[src/rtl/noc_pkg.sv]
// Shared definitions for the mesh router input ports: flit IDs, field positions, FSM encoding.
// Latency: n/a (constants and helpers only).
// Backpressure: n/a.
package noc_pkg;

    // Default flit width; the ID field always occupies the top ID_W bits of a flit.
    localparam int FLIT_W_DEF = 32;
    localparam int ID_W       = 3;
    localparam int ID_MSB     = FLIT_W_DEF - 1;
    localparam int ID_LSB     = FLIT_W_DEF - ID_W;

    // Packet length field, carried in the header flit only.
    localparam int LEN_MSB = 11;
    localparam int LEN_LSB = 0;
    localparam int LEN_W   = LEN_MSB - LEN_LSB + 1;

    // Flit IDs (one-hot); any other code is malformed.
    localparam logic [ID_W-1:0] FLIT_NONE   = 3'b000;
    localparam logic [ID_W-1:0] FLIT_HEADER = 3'b001;
    localparam logic [ID_W-1:0] FLIT_BODY   = 3'b010;
    localparam logic [ID_W-1:0] FLIT_TAIL   = 3'b100;

    // Requester FSM encoding.
    localparam logic [1:0] ST_IDLE = 2'd0;
    localparam logic [1:0] ST_WAIT = 2'd1;
    localparam logic [1:0] ST_SEND = 2'd2;

    function automatic logic is_header(input logic [ID_W-1:0] id);
        return id == FLIT_HEADER;
    endfunction

    function automatic logic is_tail(input logic [ID_W-1:0] id);
        return id == FLIT_TAIL;
    endfunction

endpackage

[src/rtl/flit_fifo.sv]
// Flit buffer for one router input port: circular FIFO with show-ahead head output.
// Latency: a pushed flit is visible on head the cycle after the push.
// Backpressure: full blocks push even when a pop happens that cycle (no bypass); pop ignored when empty.
//
// Ports:
//   clk, rst        clock, synchronous active-high reset
//   push, push_dat  write request and data (dropped while full)
//   pop             read request (ignored while empty)
//   head            current FIFO head (valid only while !empty)
//   full, empty     occupancy flags
module flit_fifo #(
    parameter int DEPTH  = 8,
    parameter int FLIT_W = 32
) (
    input  logic              clk,
    input  logic              rst,
    input  logic              push,
    input  logic [FLIT_W-1:0] push_dat,
    input  logic              pop,
    output logic [FLIT_W-1:0] head,
    output logic              full,
    output logic              empty
);

    localparam int AW = $clog2(DEPTH);

    logic [FLIT_W-1:0] mem_q [DEPTH];
    logic [AW-1:0]     wr_ptr_q, wr_ptr_d;
    logic [AW-1:0]     rd_ptr_q, rd_ptr_d;
    logic [AW:0]       count_q,  count_d;
    logic              do_push;
    logic              do_pop;

    assign full    = (count_q == (AW+1)'(DEPTH));
    assign empty   = (count_q == '0);
    assign do_push = push && !full;
    assign do_pop  = pop && !empty;
    assign head    = mem_q[rd_ptr_q];

    // Pointers are exactly log2(DEPTH) bits, so they wrap on their own.
    always_comb begin
        wr_ptr_d = wr_ptr_q + AW'(do_push);
        rd_ptr_d = rd_ptr_q + AW'(do_pop);
        count_d  = count_q + (AW+1)'(do_push) - (AW+1)'(do_pop);
    end

    always_ff @(posedge clk) begin
        if (rst) begin
            wr_ptr_q <= '0;
            rd_ptr_q <= '0;
            count_q  <= '0;
        end else begin
            wr_ptr_q <= wr_ptr_d;
            rd_ptr_q <= rd_ptr_d;
            count_q  <= count_d;
        end
    end

    // Storage needs no reset: nothing reads it while the FIFO is empty.
    always_ff @(posedge clk) begin
        if (do_push) begin
            mem_q[wr_ptr_q] <= push_dat;
        end
    end

endmodule

[src/rtl/port_requester.sv]
// Input-port request generator: buffers flits, requests the output arbiter, forwards one flit per granted cycle.
// Latency: header push at t -> req at t+2; grant sampled at g -> out_flit valid at g+1.
// Backpressure: in_ready = !full; grant loss stalls forwarding with req held until the tail has left.
//
// Ports:
//   clk, rst                   clock, synchronous active-high reset
//   in_flit, in_valid, in_ready  upstream link (push on in_valid && in_ready)
//   grant                      arbiter ownership bit for this port
//   req, flit_id, length       request, head flit ID (000 when empty), latched packet length
//   out_flit, out_valid        crossbar data
module port_requester
    import noc_pkg::*;
#(
    parameter int DEPTH  = 8,
    parameter int FLIT_W = FLIT_W_DEF
) (
    input  logic              clk,
    input  logic              rst,
    input  logic [FLIT_W-1:0] in_flit,
    input  logic              in_valid,
    output logic              in_ready,
    input  logic              grant,
    output logic              req,
    output logic [ID_W-1:0]   flit_id,
    output logic [LEN_W-1:0]  length,
    output logic [FLIT_W-1:0] out_flit,
    output logic              out_valid
);

    logic [FLIT_W-1:0] fifo_head;
    logic              fifo_full;
    logic              fifo_empty;
    logic              fifo_push;
    logic              fifo_pop;
    logic [ID_W-1:0]   head_id;

    logic [1:0]        state_q,     state_d;
    logic              req_q,       req_d;
    logic              out_valid_q, out_valid_d;
    logic [FLIT_W-1:0] out_flit_q,  out_flit_d;
    logic [LEN_W-1:0]  length_q,    length_d;

    assign in_ready  = !fifo_full;
    assign fifo_push = in_valid && in_ready;
    assign head_id   = fifo_head[FLIT_W-1 -: ID_W];
    // The head storage is stale when empty; report no flit to the arbiter.
    assign flit_id   = fifo_empty ? FLIT_NONE : head_id;

    flit_fifo #(
        .DEPTH  (DEPTH),
        .FLIT_W (FLIT_W)
    ) u_fifo (
        .clk      (clk),
        .rst      (rst),
        .push     (fifo_push),
        .push_dat (in_flit),
        .pop      (fifo_pop),
        .head     (fifo_head),
        .full     (fifo_full),
        .empty    (fifo_empty)
    );

    always_comb begin
        state_d     = state_q;
        length_d    = length_q;
        out_flit_d  = out_flit_q;
        out_valid_d = 1'b0;
        fifo_pop    = 1'b0;

        case (state_q)
            ST_IDLE: begin
                if (!fifo_empty) begin
                    if (is_header(head_id)) begin
                        // Header stays in the FIFO; it is forwarded once granted.
                        length_d = fifo_head[LEN_MSB:LEN_LSB];
                        state_d  = ST_WAIT;
                    end else begin
                        // Orphan body/tail or malformed flit: drop it.
                        fifo_pop = 1'b1;
                    end
                end
            end
            ST_WAIT: begin
                if (grant && !fifo_empty) begin
                    fifo_pop    = 1'b1;
                    out_valid_d = 1'b1;
                    out_flit_d  = fifo_head;
                    state_d     = ST_SEND;
                end
            end
            ST_SEND: begin
                // No grant: hold position and keep requesting until re-granted.
                // Granted but empty: bubble, still requesting.
                if (grant && !fifo_empty) begin
                    fifo_pop    = 1'b1;
                    out_valid_d = 1'b1;
                    out_flit_d  = fifo_head;
                    if (is_tail(head_id)) begin
                        state_d = ST_IDLE;
                    end
                end
            end
            default: begin
                state_d = ST_IDLE;
            end
        endcase

        // Registered request follows the next state, so it drops the cycle after the tail pop.
        req_d = (state_d != ST_IDLE);
    end

    always_ff @(posedge clk) begin
        if (rst) begin
            state_q     <= ST_IDLE;
            req_q       <= 1'b0;
            out_valid_q <= 1'b0;
            out_flit_q  <= '0;
            length_q    <= '0;
        end else begin
            state_q     <= state_d;
            req_q       <= req_d;
            out_valid_q <= out_valid_d;
            out_flit_q  <= out_flit_d;
            length_q    <= length_d;
        end
    end

    assign req       = req_q;
    assign out_valid = out_valid_q;
    assign out_flit  = out_flit_q;
    assign length    = length_q;

endmodule

[config.mk]
export PLATFORM = sky130hd
export DESIGN_NAME = port_requester
export DESIGN_NICKNAME = d
export VERILOG_FILES = /design/src/rtl/noc_pkg.sv /design/src/rtl/flit_fifo.sv /design/src/rtl/port_requester.sv
export SDC_FILE = /design/constraint.sdc
export NUM_CORES = 1
export LEC_CHECK = 0
export ABC_CLOCK_PERIOD_IN_PS = 3800
export CAP_MARGIN = 15
export CORE_MARGIN = 5
export CORE_UTILIZATION = 53
export DETAILED_ROUTE_END_ITERATION = 8
export GPL_ROUTABILITY_DRIVEN = 1
export HOLD_SLACK_MARGIN = 0.05
export PLACE_DENSITY = 0.73
export SYNTH_ARGS = -nofsm -noshare
export SYNTH_HDL_FRONTEND = slang
export SYNTH_HIERARCHICAL = 1
export SYNTH_SLANG_ARGS = --single-unit
[constraint.sdc]
create_clock -name clk -period 3.8 [get_ports clk]
set_input_delay 0.38 -clock clk [delete_from_list [all_inputs] [get_ports clk]]
set_output_delay 0.38 -clock clk [all_outputs]
set_load 0.05 [all_outputs]
### Word-level counts from Yosys, hierarchy flattened

Memory sizes are Yosys's and may differ from the RTL's. A register that Yosys moved wholly into a read port is not among the register bits.
Index checks and enable logic that the tools add are counted.

| operators by class | value |
|---|---|
| $add $sub $neg | 4 |
| eq/ne operators | 5 |
| multiplexer cells | 14 |
| bitwise operators | 2 |
| reduce and logical (&&, ||, !) cells | 13 |

Operators by type and width:

| kind | count |
|---|---|
| two-way mux 2 bit | 5 |
| adder 3 x 1 -> 3 bit | 2 |
| two-way mux 3 bit | 2 |
| one-hot mux 2 bit (3 select lines) | 1 |
| two-way mux 1 bit | 5 |
| adder 4 x 1 -> 4 bit | 1 |
| equality test 4 bit, second input constant | 1 |
| logical AND 1 bit | 4 |
| zero test 4 bit | 1 |
| OR reduction 2 bit | 2 |
| subtractor 4 x 1 -> 4 bit | 1 |
| equality test 3 x 1 -> 1 bit, second input constant | 1 |
| equality test 3 bit, second input constant | 1 |
| AND reduction 3 bit | 1 |
| equality test 2 x 1 -> 1 bit, second input constant | 1 |
| equality test 2 bit, second input constant | 1 |
| zero test 1 bit | 2 |
| zero test 2 bit | 1 |
| inverter 1 bit | 2 |
| one-hot mux 1 bit (2 select lines) | 1 |
| AND reduction 2 bit | 1 |
| nonzero test 2 bit | 1 |

| word-level totals | value |
|---|---|
| flip-flop bits (word level) | 58 |
| memory bits (writable) | 256 |
| bits of input ports | 36 |
| output and inout port bits | 50 |
| word-level logic and storage cells | 47 |
| memories kept | 1 |

Memory list:

| memory | words | width | read ports | clocked after Yosys merged registers in | write ports | line | source |
|---|---|---|---|---|---|---|---|
| u_fifo.mem_q | 8 | 32 | 1 | 1 | 1 | flit_fifo.sv:27 | `logic [FLIT_W-1:0] mem_q [DEPTH];` |

### Longest topological paths before layout

| logic depth | value |
|---|---|
| depth in word-level cells | 8 |
| mapped depth | 16 |
| gate-level depth less buffers | 14 |

### Cells and area by module

Netlist, hierarchy kept.

Modules (own cells, without submodules):

| module | instances | cells an instance | area each (um^2) | sequential area each (um^2) |
|---|---|---|---|---|
| flit_fifo | 1 | 434 | 10298.6 | 7887.6 |
| port_requester | 1 | 213 | 1788.0 | 960.9 |

### Worst setup path before layout

OpenSTA, ideal clock, no wires.

| timing path | value |
|---|---|
| path kind | flip-flop to flip-flop |
| start point | register u_fifo.count_q[2] |
| end point | memory u_fifo.mem_q[0][0], enable pin |
| library setup time | 461 ps |
| arrival | 3305 ps |
| required time | 3339 ps |
| setup slack | 34 ps |
| cell stages (with the launch flop) | 8 |
| path buffers | 0 |
| clock period less this slack | 3766 ps |
| cells stage by stage | dfxtp_1 inv_1 ha_1 or3b_2 inv_1 nor2b_1 nand3b_1 nor3_1 |

| between the ends | value |
|---|---|
| longest elaborated chain between the ends | 6 |

RTL lines:

| what | line | source |
|---|---|---|
| start, declared | flit_fifo.sv:30 | `logic [AW:0] count_q, count_d;` |
| start signal, assigned | flit_fifo.sv:55 | `count_q <= count_d;` |
| equality test 4 bit | flit_fifo.sv:34 | `assign full = (count_q == (AW+1)'(DEPTH));` |
| named net fifo_full | port_requester.sv:31 | `logic fifo_full;` |
| zero test 1 bit | port_requester.sv:43 | `assign in_ready = !fifo_full;` |
| logical AND 1 bit | port_requester.sv:44 | `assign fifo_push = in_valid && in_ready;` |
| named net fifo_push | port_requester.sv:33 | `logic fifo_push;` |
| logical AND 1 bit | flit_fifo.sv:36 | `assign do_push = push && !full;` |
| two-way mux 1 bit | flit_fifo.sv:61 | `if (do_push) begin` |
| two-way mux 1 bit (not written as such) | flit_fifo.sv:62 | `mem_q[wr_ptr_q] <= push_dat;` |
| end, declared | flit_fifo.sv:27 |  |

The timed path passes the listed nets, and every way through them passes these cells.

==> metrics.yaml <==
finish:
  area_growth_pct: 18.8
  drive_above_1_share: 0.201
  area.sequential_um2: 8850
  layout.cells.most_common_list: "edfxtp_1, clkdlybuf4s50_1, nand2_1"
  fillers: 1566
  layout.nets: 802
  multi_input_gate_area_in_the_final_layout_um2: 3050
  mostFrequentLayoutCell: "edfxtp_1"
synth:
  synthMuxAreaShare: 0.167
  synth_fa_ha_area_frac: 0.0161
  main_combinational_cell_family_by_area_after_synthesis: "multiplexers"
  yosys.cell_types.count: 35
  post_synth_instance_area_um2: 12100
  synth_seq_area_share: 0.732
  postSynthRegisterBits: 314
  synth_simple_gate_area_frac: 0.0439
  post_synth.cell_area_avg_um2: 18.7
  synthesis.instances: 647
  synthesis.nets: 698
  synth-xor-area-share: 0.00217
  ys_warn_count: 6
  synth-compound-area-share: 0.0185
global_route:
  grtUsageTotal: 0.186
  first_pass_grt_wire_length_um: 37100
  first_global_vias: 6395
  largest_net_degree_at_the_start_of_global_routing: 41
  antenna_found_initial: 2
  total_gr_overflow: 0
setup_path:
  critPathCaptureType: "primary output"
  r2r.worst_path.cells: 12
  worst_flop_to_flop_path_endpoint: "u_fifo/count_q[1]"
  critPathRequiredTime_ns: 3.42
  critPathLaunchType: "flop"
  cp.arrival_ns: 3.09
  worst_r2r_startpoint: "u_fifo/rd_ptr_q[1]"
  ff2ff_setup_slack_ns: 0.54
  worst-path-max-fanout: 15
  path_class: "flop to primary output"
sta:
  finalWorstPathRequiredPeriod_ns: 3.47
  finalHoldWorstSlack_ns: 0.256
  min_period_over_period: 0.914
  hold_viol_final: 0
  worst_slew_margin_relative_to_its_limit: 0.400
  timing.fmax_mhz: 288
  final_report_setup_violation_count: 0
  report.final.slew_viol_count: 0
  setup_total_negative_slack_ns: 0
  worst_clock_skew_ns: 0.0157
  tightest_slew_ns: 0.898
  grt_setup_unrepaired: "no"
clock_network:
  cts_tree: "built"
  clk_root_buf: "clkbuf_16"
  clkTransAtPathRegs_ns: 0.06
  quantity_of_gates_resized_following_cts: 0
  cts_hold_buf: 0
  clock-sinks: 314
  h-tree-depth: 1
  cts_made_buffers: 31
  postcts_setup_bufs: 0
  clk_latency_worst_skew_pair_ns: 0.55
  cts-root-to-sink-buffers: 3
route:
  ant_nets: 0
  drt_first_pass_iters: 5
  detailed_router_s_first_iteration_violation_count: 458
  drt_drc_violations_left: 0
  average_wire_length_per_cell_after_detail_routing_um: 22.5
  num_vias: 6072
  drt-vias-per-instance: 5.72
  drt_wl_total_um: 23800
job:
  drv_cap: 0
die:
  std_cell_rows: 55
  initial_utilization: 0.535
  total_die_area_um2: 25900
  core_area_um2: 22600
  die_height_um: 161
  die_x_um: 161
  pin_count: 86
place:
  buffer_ports.inserted: 85
  routabilityCongestion: 0.773
  detailed_place_hpwl_um: 13700
worst_hold_path:
  timing.hold.worst.class: "input port to flop"
  whs_endpoint: "u_fifo/count_q[2]"
  min_from: "rst"
  min_path_cells: 2
pwr:
  ir_drop_uv: 418
  powerDensity_nw_per_um2: 657
  p_leak_nw: 4.72
status:
  outcome: "finished clean"
[critical path: stages, from the launching register on]
cell,delay [ns]
dfxtp_4,0.51
buf_4,0.32
mux4_2,0.53
mux2_2,0.34
nor2b_1,0.15
clkdlybuf4s50_1,0.69
[layout make-up]
cell class | count | share of cell area
diodes | 1 | 0.000174
multi-input cells | 290 | 0.213
repair buffers | 103 | 0.0692
inverters | 11 | 0.00288
well taps | 285 | 0.0248
clock inverters | 24 | 0.0187
clock buffers | 33 | 0.0546
flip-flops and latches | 314 | 0.617
[sequential cells by signal, indices dropped and copies added (netlist names)]
signal,cells
length,12
out_flit,32
out_valid,1
req,1
state_q,2
u_fifo/count_q,4
u_fifo/mem_q,256
u_fifo/rd_ptr_q,3
u_fifo/wr_ptr_q,3
[power breakdown]
part           switching, W  internal [W]  total, W  leakage [nW]
clock               0.00123       0.00189   0.00312         0.506
sequential         0.000136       0.00404   0.00418          2.79
combinational       0.00117      0.000965   0.00213          1.42
total               0.00253       0.00689   0.00943          4.72
[per-stage QoR]
step / util / area [um2] / setup slack (ns) / instances / power [W]
finish: 0.636 / 14400 / 0.328 / 1061 / 0.00943
global route: 0.636 / 14400 / 0.188 / 1061 / 0.00985
CTS: 0.636 / 14400 / 0.288 / 1060 / 0.00951
detailed placement: 0.589 / 13300 / 0.535 / 1003 / 0.00640
global placement: 0.589 / 13300 / 0.569 / 1003 / 0.00634
floorplan: - / 12100 / 0.0341 / 647 / 0.00581
[cell families (layout without fill, tap and decap cells)]
logic type / count (synthesis) / count (layout)
adders and majority gates: 15 / 15
DFF: 314 / 314
and+or+nand+nor: 122 / 122
buffers and inverters: 43 / 171
other: 0 / 1
muxes: 108 / 108
AOI/OAI and AO/OA: 42 / 42
xor gates and xnor gates: 3 / 3
[Yosys cell counts]
cell type | number | share of area
a31o_2 | 1 | 0.00072
xnor2_1 | 3 | 0.0022
fa_1 | 1 | 0.0017
buf_12 | 1 | 0.0017
inv_1 | 11 | 0.0034
nand3b_1 | 1 | 0.00062
mux2_2 | 25 | 0.023
dfxtp_1 | 58 | 0.096
a221oi_1 | 1 | 0.00072
nand3_1 | 3 | 0.0012
or2_2 | 1 | 0.00052
or3b_2 | 1 | 0.00072
buf_4 | 1 | 0.00062
or2_1 | 1 | 0.00052
nor3b_1 | 1 | 0.00062
mux2i_1 | 12 | 0.0099
nand2_1 | 68 | 0.021
nor2_1 | 26 | 0.0081
o41ai_1 | 1 | 0.00072
mux2_4 | 7 | 0.0087
ha_1 | 14 | 0.014
nor2b_1 | 12 | 0.0062
buf_1 | 5 | 0.0016
a211oi_1 | 1 | 0.00062
or4b_1 | 1 | 0.00083
mux4_2 | 44 | 0.082
edfxtp_1 | 256 | 0.64
nand2b_1 | 4 | 0.0021
buf_6 | 6 | 0.0056
and2_1 | 1 | 0.00052
buf_2 | 10 | 0.0041
mux4_1 | 20 | 0.043
a21oi_1 | 38 | 0.016
nor3_1 | 2 | 0.00083
clkbuf_1 | 9 | 0.0028
[worst max-delay path by stage]
stage / startpoint / endpoint / slack [ns] / cells past startpoint
3_3_place_gp: u_fifo/rd_ptr_q[1] / u_fifo/count_q[1] / 0.57 / 12
4_1_cts: u_fifo/rd_ptr_q[1] / flit_id[0] / 0.29 / 5
6_report: u_fifo/rd_ptr_q[1] / flit_id[0] / 0.33 / 5
3_5_place_dp: u_fifo/rd_ptr_q[1] / u_fifo/count_q[1] / 0.54 / 12
5_1_grt: u_fifo/rd_ptr_q[1] / flit_id[0] / 0.19 / 5
2_1_floorplan: u_fifo/count_q[2] / u_fifo/mem_q[0][0] / 0.03 / 7
[routing by layer]
layer,track usage,vias to the layer above,share of wire
li1,-,2739,-
met1,0.254,3103,0.42
met2,0.314,190,0.50
met3,0.0301,38,0.060
met4,0.0527,2,0.020
met5,0,-,0.00034
Power figures use the tool's default switching activity.
